--- src/rtl/f5_pkg.sv ---
// Shared constants, FSM encoding and requantization helper for the F5 fully-connected stage.
package f5_pkg;

  localparam int unsigned WD        = 8;
  localparam int unsigned NW        = 256;
  localparam int unsigned NUM       = 120;
  localparam int unsigned AW        = 24;
  localparam int unsigned SHIFT_DEF = 7;
  localparam bit          RELU_DEF  = 1'b1;
  localparam int unsigned TW        = 8;
  localparam int unsigned PW        = 2 * WD;

  typedef enum logic [1:0] {
    IDLE = 2'd0,
    RUN  = 2'd1,
    DONE = 2'd2
  } state_e;

  typedef struct packed {
    logic [TW-1:0] num;
    logic [TW-1:0] addr;
  } wtag_t;

  // Round-half-up arithmetic shift, optional ReLU, then saturate to WD bits.
  function automatic logic signed [WD-1:0] requant(input logic signed [AW-1:0] x,
                                                   input int unsigned        shift,
                                                   input bit                 relu);
    logic signed [AW:0] xe;
    logic signed [AW:0] rnd;
    logic signed [AW:0] r;
    logic signed [AW:0] hi;
    logic signed [AW:0] lo;
    xe  = {x[AW-1], x};
    rnd = (AW+1)'(1) << (shift - 1);
    r   = (xe + rnd) >>> shift;
    hi  = (AW+1)'((1 << (WD - 1)) - 1);
    lo  = ~hi;
    if (relu && (r < 0)) r = '0;
    if (r > hi) r = hi;
    else if (r < lo) r = lo;
    return WD'(r);
  endfunction

endpackage

--- src/rtl/f5_fc_mac_if.sv ---
// Activation write port, tagged weight stream and tagged result port of the F5 stage.
interface f5_fc_mac_if;
  import f5_pkg::*;

  logic                 i_act_en;
  logic [TW-1:0]        i_act_addr;
  logic signed [WD-1:0] i_act_data;
  logic                 i_w_en;
  logic [TW-1:0]        i_w_num;
  logic [TW-1:0]        i_w_addr;
  logic signed [WD-1:0] i_weight;
  logic                 o_f5_en;
  logic [TW-1:0]        o_f5_num;
  logic signed [WD-1:0] o_f5_data;
  logic signed [AW-1:0] o_f5_acc;
  logic                 o_busy;
  logic                 o_frame_done;
  logic                 o_seq_err;

  modport master (
    output i_act_en, i_act_addr, i_act_data, i_w_en, i_w_num, i_w_addr, i_weight,
    input  o_f5_en, o_f5_num, o_f5_data, o_f5_acc, o_busy, o_frame_done, o_seq_err
  );

  modport slave (
    input  i_act_en, i_act_addr, i_act_data, i_w_en, i_w_num, i_w_addr, i_weight,
    output o_f5_en, o_f5_num, o_f5_data, o_f5_acc, o_busy, o_frame_done, o_seq_err
  );

endinterface

--- src/rtl/f5_act_ram.sv ---
// Activation vector store: one synchronous write port, one asynchronous read port, no reset.
module f5_act_ram
  import f5_pkg::*;
(
  input  logic                 clk_i,
  input  logic                 we_i,
  input  logic [TW-1:0]        waddr_i,
  input  logic signed [WD-1:0] wdata_i,
  input  logic [TW-1:0]        raddr_i,
  output logic signed [WD-1:0] rdata_c_o
);

  logic signed [WD-1:0] mem_q [NW];

  always_ff @(posedge clk_i) begin
    if (we_i) mem_q[waddr_i] <= wdata_i;
  end

  // Same-cycle read of a location being written returns the old contents.
  assign rdata_c_o = mem_q[raddr_i];

endmodule

--- src/rtl/f5_fc_mac.sv ---
// F5 fully-connected MAC: per-neuron signed dot product over the weight stream,
// requantized and emitted as one tagged result per neuron.
module f5_fc_mac
  import f5_pkg::*;
#(
  parameter int unsigned SHIFT = SHIFT_DEF,
  parameter bit          RELU  = RELU_DEF
) (
  input  logic        i_sclk,
  input  logic        i_rst,
  f5_fc_mac_if.slave  bus
);

  localparam logic [TW-1:0] LAST_ADDR = TW'(NW - 1);
  localparam logic [TW-1:0] LAST_NUM  = TW'(NUM);
  localparam wtag_t         START_TAG = '{num: TW'(1), addr: '0};

  state_e               state_q, state_d;
  wtag_t                exp_q, exp_d, base_c;
  logic                 tag_bad_c, w_acc_c, act_we_c;
  logic                 seq_err_q;
  logic                 busy_q, busy_d;
  logic                 frame_done_q, frame_done_d;
  logic signed [WD-1:0] act_rd_c;

  logic                 v1_q, first1_q, last1_q;
  logic [TW-1:0]        num1_q;
  logic signed [PW-1:0] prod1_q;

  logic signed [AW-1:0] acc_q, sum_c;
  logic                 f5_en_q;
  logic [TW-1:0]        f5_num_q;
  logic signed [WD-1:0] f5_data_q;
  logic signed [AW-1:0] f5_acc_q;

  // Activation writes are only honoured between frames.
  assign act_we_c = bus.i_act_en & ~busy_q;

  f5_act_ram u_act_ram (
    .clk_i     (i_sclk),
    .we_i      (act_we_c),
    .waddr_i   (bus.i_act_addr),
    .wdata_i   (bus.i_act_data),
    .raddr_i   (bus.i_w_addr),
    .rdata_c_o (act_rd_c)
  );

  // In IDLE only the frame-start tag is legal; mid-frame weights are accepted even when mistagged.
  assign base_c    = (state_q == IDLE) ? START_TAG : exp_q;
  assign tag_bad_c = bus.i_w_en && ({bus.i_w_num, bus.i_w_addr} != base_c);
  assign w_acc_c   = bus.i_w_en && ((state_q != IDLE) || !tag_bad_c);

  always_comb begin
    exp_d = exp_q;
    if (w_acc_c) begin
      if (base_c.addr == LAST_ADDR) begin
        exp_d.addr = '0;
        exp_d.num  = (base_c.num == LAST_NUM) ? TW'(1) : base_c.num + TW'(1);
      end else begin
        exp_d.addr = base_c.addr + TW'(1);
        exp_d.num  = base_c.num;
      end
    end
  end

  always_ff @(posedge i_sclk or posedge i_rst) begin
    if (i_rst) begin
      exp_q     <= START_TAG;
      seq_err_q <= 1'b0;
    end else begin
      exp_q     <= exp_d;
      seq_err_q <= seq_err_q | tag_bad_c;
    end
  end

  always_ff @(posedge i_sclk or posedge i_rst) begin
    if (i_rst) state_q <= IDLE;
    else       state_q <= state_d;
  end

  always_comb begin
    state_d = state_q;
    unique case (state_q)
      IDLE:    if (w_acc_c) state_d = RUN;
      RUN:     if (f5_en_q && (f5_num_q == LAST_NUM)) state_d = DONE;
      DONE:    state_d = IDLE;
      default: state_d = IDLE;
    endcase
  end

  always_comb begin
    busy_d       = 1'b0;
    frame_done_d = 1'b0;
    if (state_d != IDLE) busy_d = 1'b1;
    if (state_d == DONE) frame_done_d = 1'b1;
  end

  always_ff @(posedge i_sclk or posedge i_rst) begin
    if (i_rst) begin
      busy_q       <= 1'b0;
      frame_done_q <= 1'b0;
    end else begin
      busy_q       <= busy_d;
      frame_done_q <= frame_done_d;
    end
  end

  // Stage 1: product and position tags of the accepted weight.
  always_ff @(posedge i_sclk or posedge i_rst) begin
    if (i_rst) begin
      v1_q     <= 1'b0;
      first1_q <= 1'b0;
      last1_q  <= 1'b0;
      num1_q   <= '0;
      prod1_q  <= '0;
    end else begin
      v1_q <= w_acc_c;
      if (w_acc_c) begin
        prod1_q  <= PW'(act_rd_c) * PW'(bus.i_weight);
        first1_q <= (bus.i_w_addr == '0);
        last1_q  <= (bus.i_w_addr == LAST_ADDR);
        num1_q   <= bus.i_w_num;
      end
    end
  end

  assign sum_c = first1_q ? AW'(prod1_q) : acc_q + AW'(prod1_q);

  // Stage 2: accumulate; bubbles leave the accumulator untouched.
  always_ff @(posedge i_sclk or posedge i_rst) begin
    if (i_rst) begin
      acc_q     <= '0;
      f5_en_q   <= 1'b0;
      f5_num_q  <= '0;
      f5_data_q <= '0;
      f5_acc_q  <= '0;
    end else begin
      f5_en_q <= v1_q && last1_q;
      if (v1_q) begin
        acc_q <= sum_c;
        if (last1_q) begin
          f5_num_q  <= num1_q;
          f5_acc_q  <= sum_c;
          f5_data_q <= requant(sum_c, SHIFT, RELU);
        end
      end
    end
  end

  assign bus.o_f5_en      = f5_en_q;
  assign bus.o_f5_num     = f5_num_q;
  assign bus.o_f5_data    = f5_data_q;
  assign bus.o_f5_acc     = f5_acc_q;
  assign bus.o_busy       = busy_q;
  assign bus.o_frame_done = frame_done_q;
  assign bus.o_seq_err    = seq_err_q;

endmodule
--- src/flat_wrapper.sv ---
// flat-port wrapper written by rule: the top's interface ports become plain ports
module f5_fc_mac_flat import f5_pkg::*;
#(
  parameter int unsigned SHIFT = SHIFT_DEF,
  parameter bit          RELU  = RELU_DEF
)
  (i_sclk, i_rst, bus_i_act_en, bus_i_act_addr, bus_i_act_data, bus_i_w_en, bus_i_w_num, bus_i_w_addr, bus_i_weight, bus_o_f5_en, bus_o_f5_num, bus_o_f5_data, bus_o_f5_acc, bus_o_busy, bus_o_frame_done, bus_o_seq_err);
  f5_fc_mac_if bus_i ();
  input  logic i_sclk;
  input  logic i_rst;
  input wire logic [$bits(bus_i.i_act_en)-1:0] bus_i_act_en;
  input wire logic [$bits(bus_i.i_act_addr)-1:0] bus_i_act_addr;
  input wire logic [$bits(bus_i.i_act_data)-1:0] bus_i_act_data;
  input wire logic [$bits(bus_i.i_w_en)-1:0] bus_i_w_en;
  input wire logic [$bits(bus_i.i_w_num)-1:0] bus_i_w_num;
  input wire logic [$bits(bus_i.i_w_addr)-1:0] bus_i_w_addr;
  input wire logic [$bits(bus_i.i_weight)-1:0] bus_i_weight;
  output wire logic [$bits(bus_i.o_f5_en)-1:0] bus_o_f5_en;
  output wire logic [$bits(bus_i.o_f5_num)-1:0] bus_o_f5_num;
  output wire logic [$bits(bus_i.o_f5_data)-1:0] bus_o_f5_data;
  output wire logic [$bits(bus_i.o_f5_acc)-1:0] bus_o_f5_acc;
  output wire logic [$bits(bus_i.o_busy)-1:0] bus_o_busy;
  output wire logic [$bits(bus_i.o_frame_done)-1:0] bus_o_frame_done;
  output wire logic [$bits(bus_i.o_seq_err)-1:0] bus_o_seq_err;
  assign bus_i.i_act_en = bus_i_act_en;
  assign bus_i.i_act_addr = bus_i_act_addr;
  assign bus_i.i_act_data = bus_i_act_data;
  assign bus_i.i_w_en = bus_i_w_en;
  assign bus_i.i_w_num = bus_i_w_num;
  assign bus_i.i_w_addr = bus_i_w_addr;
  assign bus_i.i_weight = bus_i_weight;
  assign bus_o_f5_en = bus_i.o_f5_en;
  assign bus_o_f5_num = bus_i.o_f5_num;
  assign bus_o_f5_data = bus_i.o_f5_data;
  assign bus_o_f5_acc = bus_i.o_f5_acc;
  assign bus_o_busy = bus_i.o_busy;
  assign bus_o_frame_done = bus_i.o_frame_done;
  assign bus_o_seq_err = bus_i.o_seq_err;
  f5_fc_mac #(.SHIFT(SHIFT), .RELU(RELU)) u_core (.i_sclk(i_sclk), .i_rst(i_rst), .bus(bus_i));
endmodule
--- config.mk ---
export PLATFORM = sky130hd
export DESIGN_NAME = f5_fc_mac_flat
export DESIGN_NICKNAME = d
export VERILOG_FILES = /design/src/rtl/f5_pkg.sv /design/src/rtl/f5_fc_mac_if.sv /design/src/rtl/f5_act_ram.sv /design/src/rtl/f5_fc_mac.sv /design/src/flat_wrapper.sv
export SDC_FILE = /design/constraint.sdc
export NUM_CORES = 2
export LEC_CHECK = 0
export ABC_CLOCK_PERIOD_IN_PS = 10800
export CORE_AREA = 10 10 488 299
export DETAILED_ROUTE_END_ITERATION = 7
export DIE_AREA = 0 0 498 309
export PLACE_DENSITY = 0.85
export SYNTH_ARGS = -nofsm -noshare
export SYNTH_HDL_FRONTEND = slang
export SYNTH_SLANG_ARGS = --single-unit
--- constraint.sdc ---
create_clock -name i_sclk -period 10.8 [get_ports i_sclk]
set_input_delay 2.16 -clock i_sclk [delete_from_list [all_inputs] [get_ports i_sclk]]
set_output_delay 2.16 -clock i_sclk [all_outputs]
set_load 0.01 [all_outputs]
======== Word-level counts from Yosys, hierarchy flattened ========
Memories as Yosys holds them, arrays and structs flattened.
Cells that the tools add are included.
storage, ports and cells
  memories ................................ 1
  bits of input ports ..................... 44
  RAM bits ................................ 2,048
  register bits ........................... 113
  bits in latches ......................... 0
  memory bits (read-only) ................. 0
  output and inout bits ................... 44
memories
  name                    depth  bits a word  rd ports  clocked after memory_dff  write ports  RTL line          RTL
  u_core.u_act_ram.mem_q  256    8            1         0                         1            f5_act_ram.sv:13  logic signed [WD-1:0] mem_q [NW];
operators by class
  bitwise gates (word level) .............. 3
  equal/unequal tests ..................... 7
  divide/modulo/power cells ............... 0
  multiplexer cells ....................... 16
  $lt $le $gt $ge ......................... 3
  add/subtract/negate cells ............... 4
  multiply operators ...................... 1
  shift operators ......................... 0
  reduce and logical (&&, ||, !) cells .... 11
operators with widths
  operator                                                      number
  2-to-1 mux 25 bit                                             3
  2-to-1 mux 16 bit                                             2
  adder 24 x 8 -> 25 bit (second input constant)                1
  > comparator 25 x 8 -> 1 bit (second input constant)          1
  less-than comparator 25 x 8 -> 1 bit (second input constant)  1
  adder 24 x 16 -> 24 bit                                       1
  2-to-1 mux 24 bit                                             1
  2-to-1 mux 8 bit                                              3
  less-than comparator 18 x 1 -> 1 bit (second input constant)  1
  adder 8 x 1 -> 8 bit (second input constant)                  2
  == test 8 x 7 -> 1 bit (second input constant)                2
  == test 8 bit (second input constant)                         2
  multiplier 8 x 8 -> 16 bit                                    1
  inequality test 16 bit                                        1
  zero test 8 bit                                               1
  logical AND 1 bit                                             4
  2-to-1 mux 1 bit                                              4
  2-to-1 mux 2 bit                                              2
  case mux 2 bit (2 select lines)                               1
  nonzero test 2 bit                                            2
  == test 2 x 1 -> 1 bit (second input constant)                1
  == test 2 bit (second input constant)                         1
  zero test 2 bit                                               1
  AND reduction 2 bit                                           1
  5 further kinds                                               5

======== Logic depth before layout (Yosys ltp) ========
  depth after elaboration ................. 11
  mapped depth ............................ 32
  depth with buffers taken out ............ 28

======== Cells and area by module ========
A second synthesis with hierarchy kept.
unflattened totals
  cells, all modules ...................... 4,804
  area total of the unflattened synthesis .. 88,683.8 um^2
modules (own cells, without submodules)
  module      cells an instance  area each (um^2)  instances
  f5_act_ram  3,725              79,396.1          1
  f5_fc_mac   1,079              9,287.7           1

======== Worst setup path after synthesis ========
Ideal clock, no wire load.
  path type ............................... input-to-reg
  start point ............................. input port bus_i_w_addr[0]
  end point ............................... register u_core.prod1_q[15]
  path slack .............................. 1.462 ns
  path buffers ............................ 4
  arrival time ............................ 9.204 ns
  library setup time ...................... 0.134 ns
  stages .................................. 28
  cell sequence ........................... clkbuf_1 clkbuf_1 buf_2 buf_1 mux4_2 mux4_2 mux2_2 a221o_1 a21oi_1 nor2_1 and2_1 fa_1 fa_1 inv_1 fa_1 fa_1 inv_1 ha_1 a21oi_1 o21ai_0 a21oi_1 o21ai_0 a21oi_1 nor2b_1 o21a_1 o41a_1 xnor2_1 o21ai_0
between the ends
  longest elaborated chain between the ends .. 5
RTL lines
  item                                                                                RTL line            RTL
  from (decl)                                                                         flat_wrapper.sv:16  input wire logic [$bits(bus_i.i_w_addr)-1:0] bus_i_w_addr;
  parallel branches: the longest is 5 deep, another holds multiplier 8 x 8 -> 16 bit  n/a
  to (signal assigned)                                                                f5_fc_mac.sv:119    prod1_q <= PW'(act_rd_c) * PW'(bus.i_weight);
  to (decl)                                                                           f5_fc_mac.sv:28     logic signed [PW-1:0] prod1_q;
Parallel ways; which one is timed is not known.
A chain may end at the register's enable or synchronous reset.

======== Final worst setup path ========
Same ends and word-level chain as after synthesis.

==> impl_metrics.tcl <==
set metrics [dict create \
    combPwrFrac 0.194 \
    criticalPathCategory "primary input to flip-flop" \
    power_density_nw_per_um2 202 \
    routedWlPerCell_um 37.3 \
    synthCells 4392 \
    die_area_um2 154000 \
    worstMarginPinSlew_ns 1.27 \
    fin_nets 4677 \
    synth_top_area_share 0.696 \
    antenna_found_initial 18 \
    fp.dieH_um 309 \
    dr.pass1.iters 6 \
    clockBufferDepth 3 \
    grt_pass1_vias 47300 \
    place.gp.congestion 0.904 \
    cts.reportedPaths.clkPinSlew_ns 0.07 \
    gr-total-overflow 0 \
    peakVddDrop_uv 235 \
    p_sw_w 0.00554 \
    area_delta_synth_final_pct 10.1 \
    drv_slew 0 \
    ys_top_cells_by_count "edfxtp_1, mux4_2, nor2_1" \
    portBuffers 87 \
    die_w_um 498 \
    async_reset_ff_frac 0.0523 \
    hold_buffers 0 \
    p_clk_frac 0.328 \
    worstPathBufferInverterCount 5 \
    cp.arrival_ns 10.11 \
    synth_fp_nets 4548 \
    ff2ff_path_depth 24 \
    synthFlopType "edfxtp_1" \
    initial_core_util 0.648 \
    swShare 0.282 \
    place.detailed.hpwl_mm 141 \
    vias_per_cell 7.41 \
    setup_tns_ns 0 \
    cts_tree "done" \
    crit_family "adder cells" \
    core_um2 136000 \
    ys_warn_count 0 \
    ys_top_cells_by_area "edfxtp_1, mux4_2, dfrtp_1, nor2_1, fa_1" \
    root_buffer "clkbuf_16" \
    fin_crit_ns 9.46 \
    end_kind "flip-flop" \
    yosysMostFrequentCell "edfxtp_1" \
    grt_start_max_net_pins 158 \
    timing.fmax_ghz 0.106 \
    drt_iter0_markers 9249 \
    ys_types 77 \
    track_usage 0.316 \
    row_count 105 \
    drv_cap 0 \
    met2WireLength_mm 111 \
    synthesis.area_um2 88400 \
    htreeDepth 4 \
    relSlewSlack 0.156 \
    insertion_delay_ns 0.82 \
    pwr-share-seq 0.478 \
    postRouteAntennaNets 0 \
    place_area_um2 91700 \
    grt_pass1_wl_mm 350 \
    wl_met1_mm 85.8 \
    drc 0 \
    skew_ns 0.0274 \
    yosysTopAreaCell "edfxtp_1" \
    slowest_delay_ns 0.57 \
    rsz0062_at_grt "false" \
    top_layer "met5" \
    wirelength_mm 243 \
    cts_resized 0 \
    fin_area_um2 97300 \
    cp_num_cells 27 \
    postCtsSetupBuffers 0 \
    ys_ff_latch 2161 \
    pin_count 88 \
    cp-start-kind "primary input" \
    period_share 0.876 \
    final-hold-violation-count 0 \
    cts_sinks 2161 \
    layout-drive-gt1-share 0.232 \
    power.leakage_nw 31.0 \
    hp-class "flip-flop to flip-flop" \
    dr_wl_met3_mm 36.2 \
    vias 48200 \
    avgSynthCellArea_um2 20.1 \
    reg2reg_slack_ns 3.38 \
    synth-seq-area-share 0.728 \
    setup_viol 0 \
    synth_edf_count 2048 \
    numCtsBuffers 178 \
    intPower_w 0.0141 \
    status "completed" \
    path_max_fanout 56 \
    hold_depth 2 \
    slowest_stage "buf_8" \
    critPathRequiredTime_ns 11.46 \
]
-- through the flow --
stage / std cells / setup slack [ns] / hold slack (ns) / util / power [W]
floorplan: 4392 / 1.46 / 0.439 / - / 0.0121
global placement: 6160 / 0.712 / 0.447 / 0.673 / 0.0131
detailed placement: 6160 / 0.594 / 0.458 / 0.673 / 0.0132
CTS: 6487 / 1.39 / 0.472 / 0.713 / 0.0195
global route: 6488 / 0.889 / 0.498 / 0.714 / 0.0202
finish: 6501 / 1.34 / 0.472 / 0.714 / 0.0196
-- power groups by stage --
stage               Combinational (W)  Sequential, W  Clock [W]
floorplan                     0.00255        0.00951          0
global placement              0.00350        0.00956          0
detailed placement            0.00360        0.00956          0
CTS                           0.00369        0.00938    0.00644
global route                  0.00413        0.00939    0.00673
finish                        0.00381        0.00939    0.00644
-- placed cells by master (no fill, tap or decap), types with 26 or more instances in the layout --
| master | netlist | routed |
|---|---|---|
| clkinv_2 | 0 | 26 |
| nand2_1 | 205 | 204 |
| dfrtp_1 | 112 | 112 |
| clkbuf_16 | 0 | 182 |
| a21oi_1 | 71 | 71 |
| clkbuf_1 | 160 | 44 |
| nor2_1 | 342 | 342 |
| o21ai_0 | 76 | 76 |
| clkinv_1 | 0 | 40 |
| inv_1 | 101 | 100 |
| edfxtp_1 | 2048 | 2048 |
| mux4_2 | 671 | 671 |
| fa_1 | 56 | 56 |
| and2_1 | 57 | 57 |
| nand3_1 | 47 | 47 |
| clkdlybuf4s50_1 | 0 | 72 |
| buf_4 | 0 | 87 |
| ha_1 | 56 | 56 |
-- state kept, by name, summed over array words and instances, names as in the netlist, 2 cells and up --
| register | count |
|---|---|
| u_core.acc_q | 24 |
| u_core.bus.o_f5_acc | 24 |
| u_core.bus.o_f5_data | 8 |
| u_core.bus.o_f5_num | 8 |
| u_core.exp_q | 16 |
| u_core.num1_q | 8 |
| u_core.prod1_q | 16 |
| u_core.state_q | 2 |
| u_core.u_act_ram.mem_q | 2048 |
-- worst paths after layout --
check                                                         start                                 end
max in group asynchronous                                     i_rst      u_core.prod1_q[15]$_DFFE_PP0P_
setup reg to reg           u_core.u_act_ram.mem_q[227][2]$_DFFE_PP_      u_core.prod1_q[15]$_DFFE_PP0P_
setup / recovery                                    bus_i_w_addr[0]      u_core.prod1_q[15]$_DFFE_PP0P_
hold reg to reg                        u_core.num1_q[3]$_DFFE_PP0P_  u_core.bus.o_f5_num[3]$_DFFE_PP0P_
min in group asynchronous                                     i_rst  u_core.bus.o_f5_acc[9]$_DFFE_PP0P_
hold / removal                         u_core.num1_q[3]$_DFFE_PP0P_  u_core.bus.o_f5_num[3]$_DFFE_PP0P_
-- worst min-delay path, cell delays in order, from the launching register on --
cell     delay [ns]
dfrtp_1        0.34
nand2_1        0.05
nand2_1        0.05
-- layer usage --
layer	global-route usage	vias to the layer above
li1	-	18100
met1	0.450	24700
met2	0.472	4626
met3	0.0974	705
met4	0.114	20
met5	0	-
-- logic make-up (layout without fill, tap and decap cells) --
family                   after synthesis  in the layout  share of synthesized area
other                                  0             14                          0
adder cells (fa/ha/maj)              112            112                     0.0206
multiplexers                         698            698                      0.174
AND/OR/NAND/NOR                      773            773                     0.0393
buffers and inverters                349            625                     0.0152
AO/OA/AOI/OAI                        260            260                     0.0190
flip-flops                          2161           2161                      0.728
XOR/XNOR                              39             39                    0.00386
-- layout make-up --
cell class                 instances  area, um2
timing repair buffer             197       2020
fill                            7502      39000
sequential                      2161      64300
clock buffer                     230       4770
multi-input combinational       1882      22700
clock inverter                    97        795
inverter                         101        382
antenna                           14       35.0
tap                             1819       2280
Power figures use the tool's default switching activity.
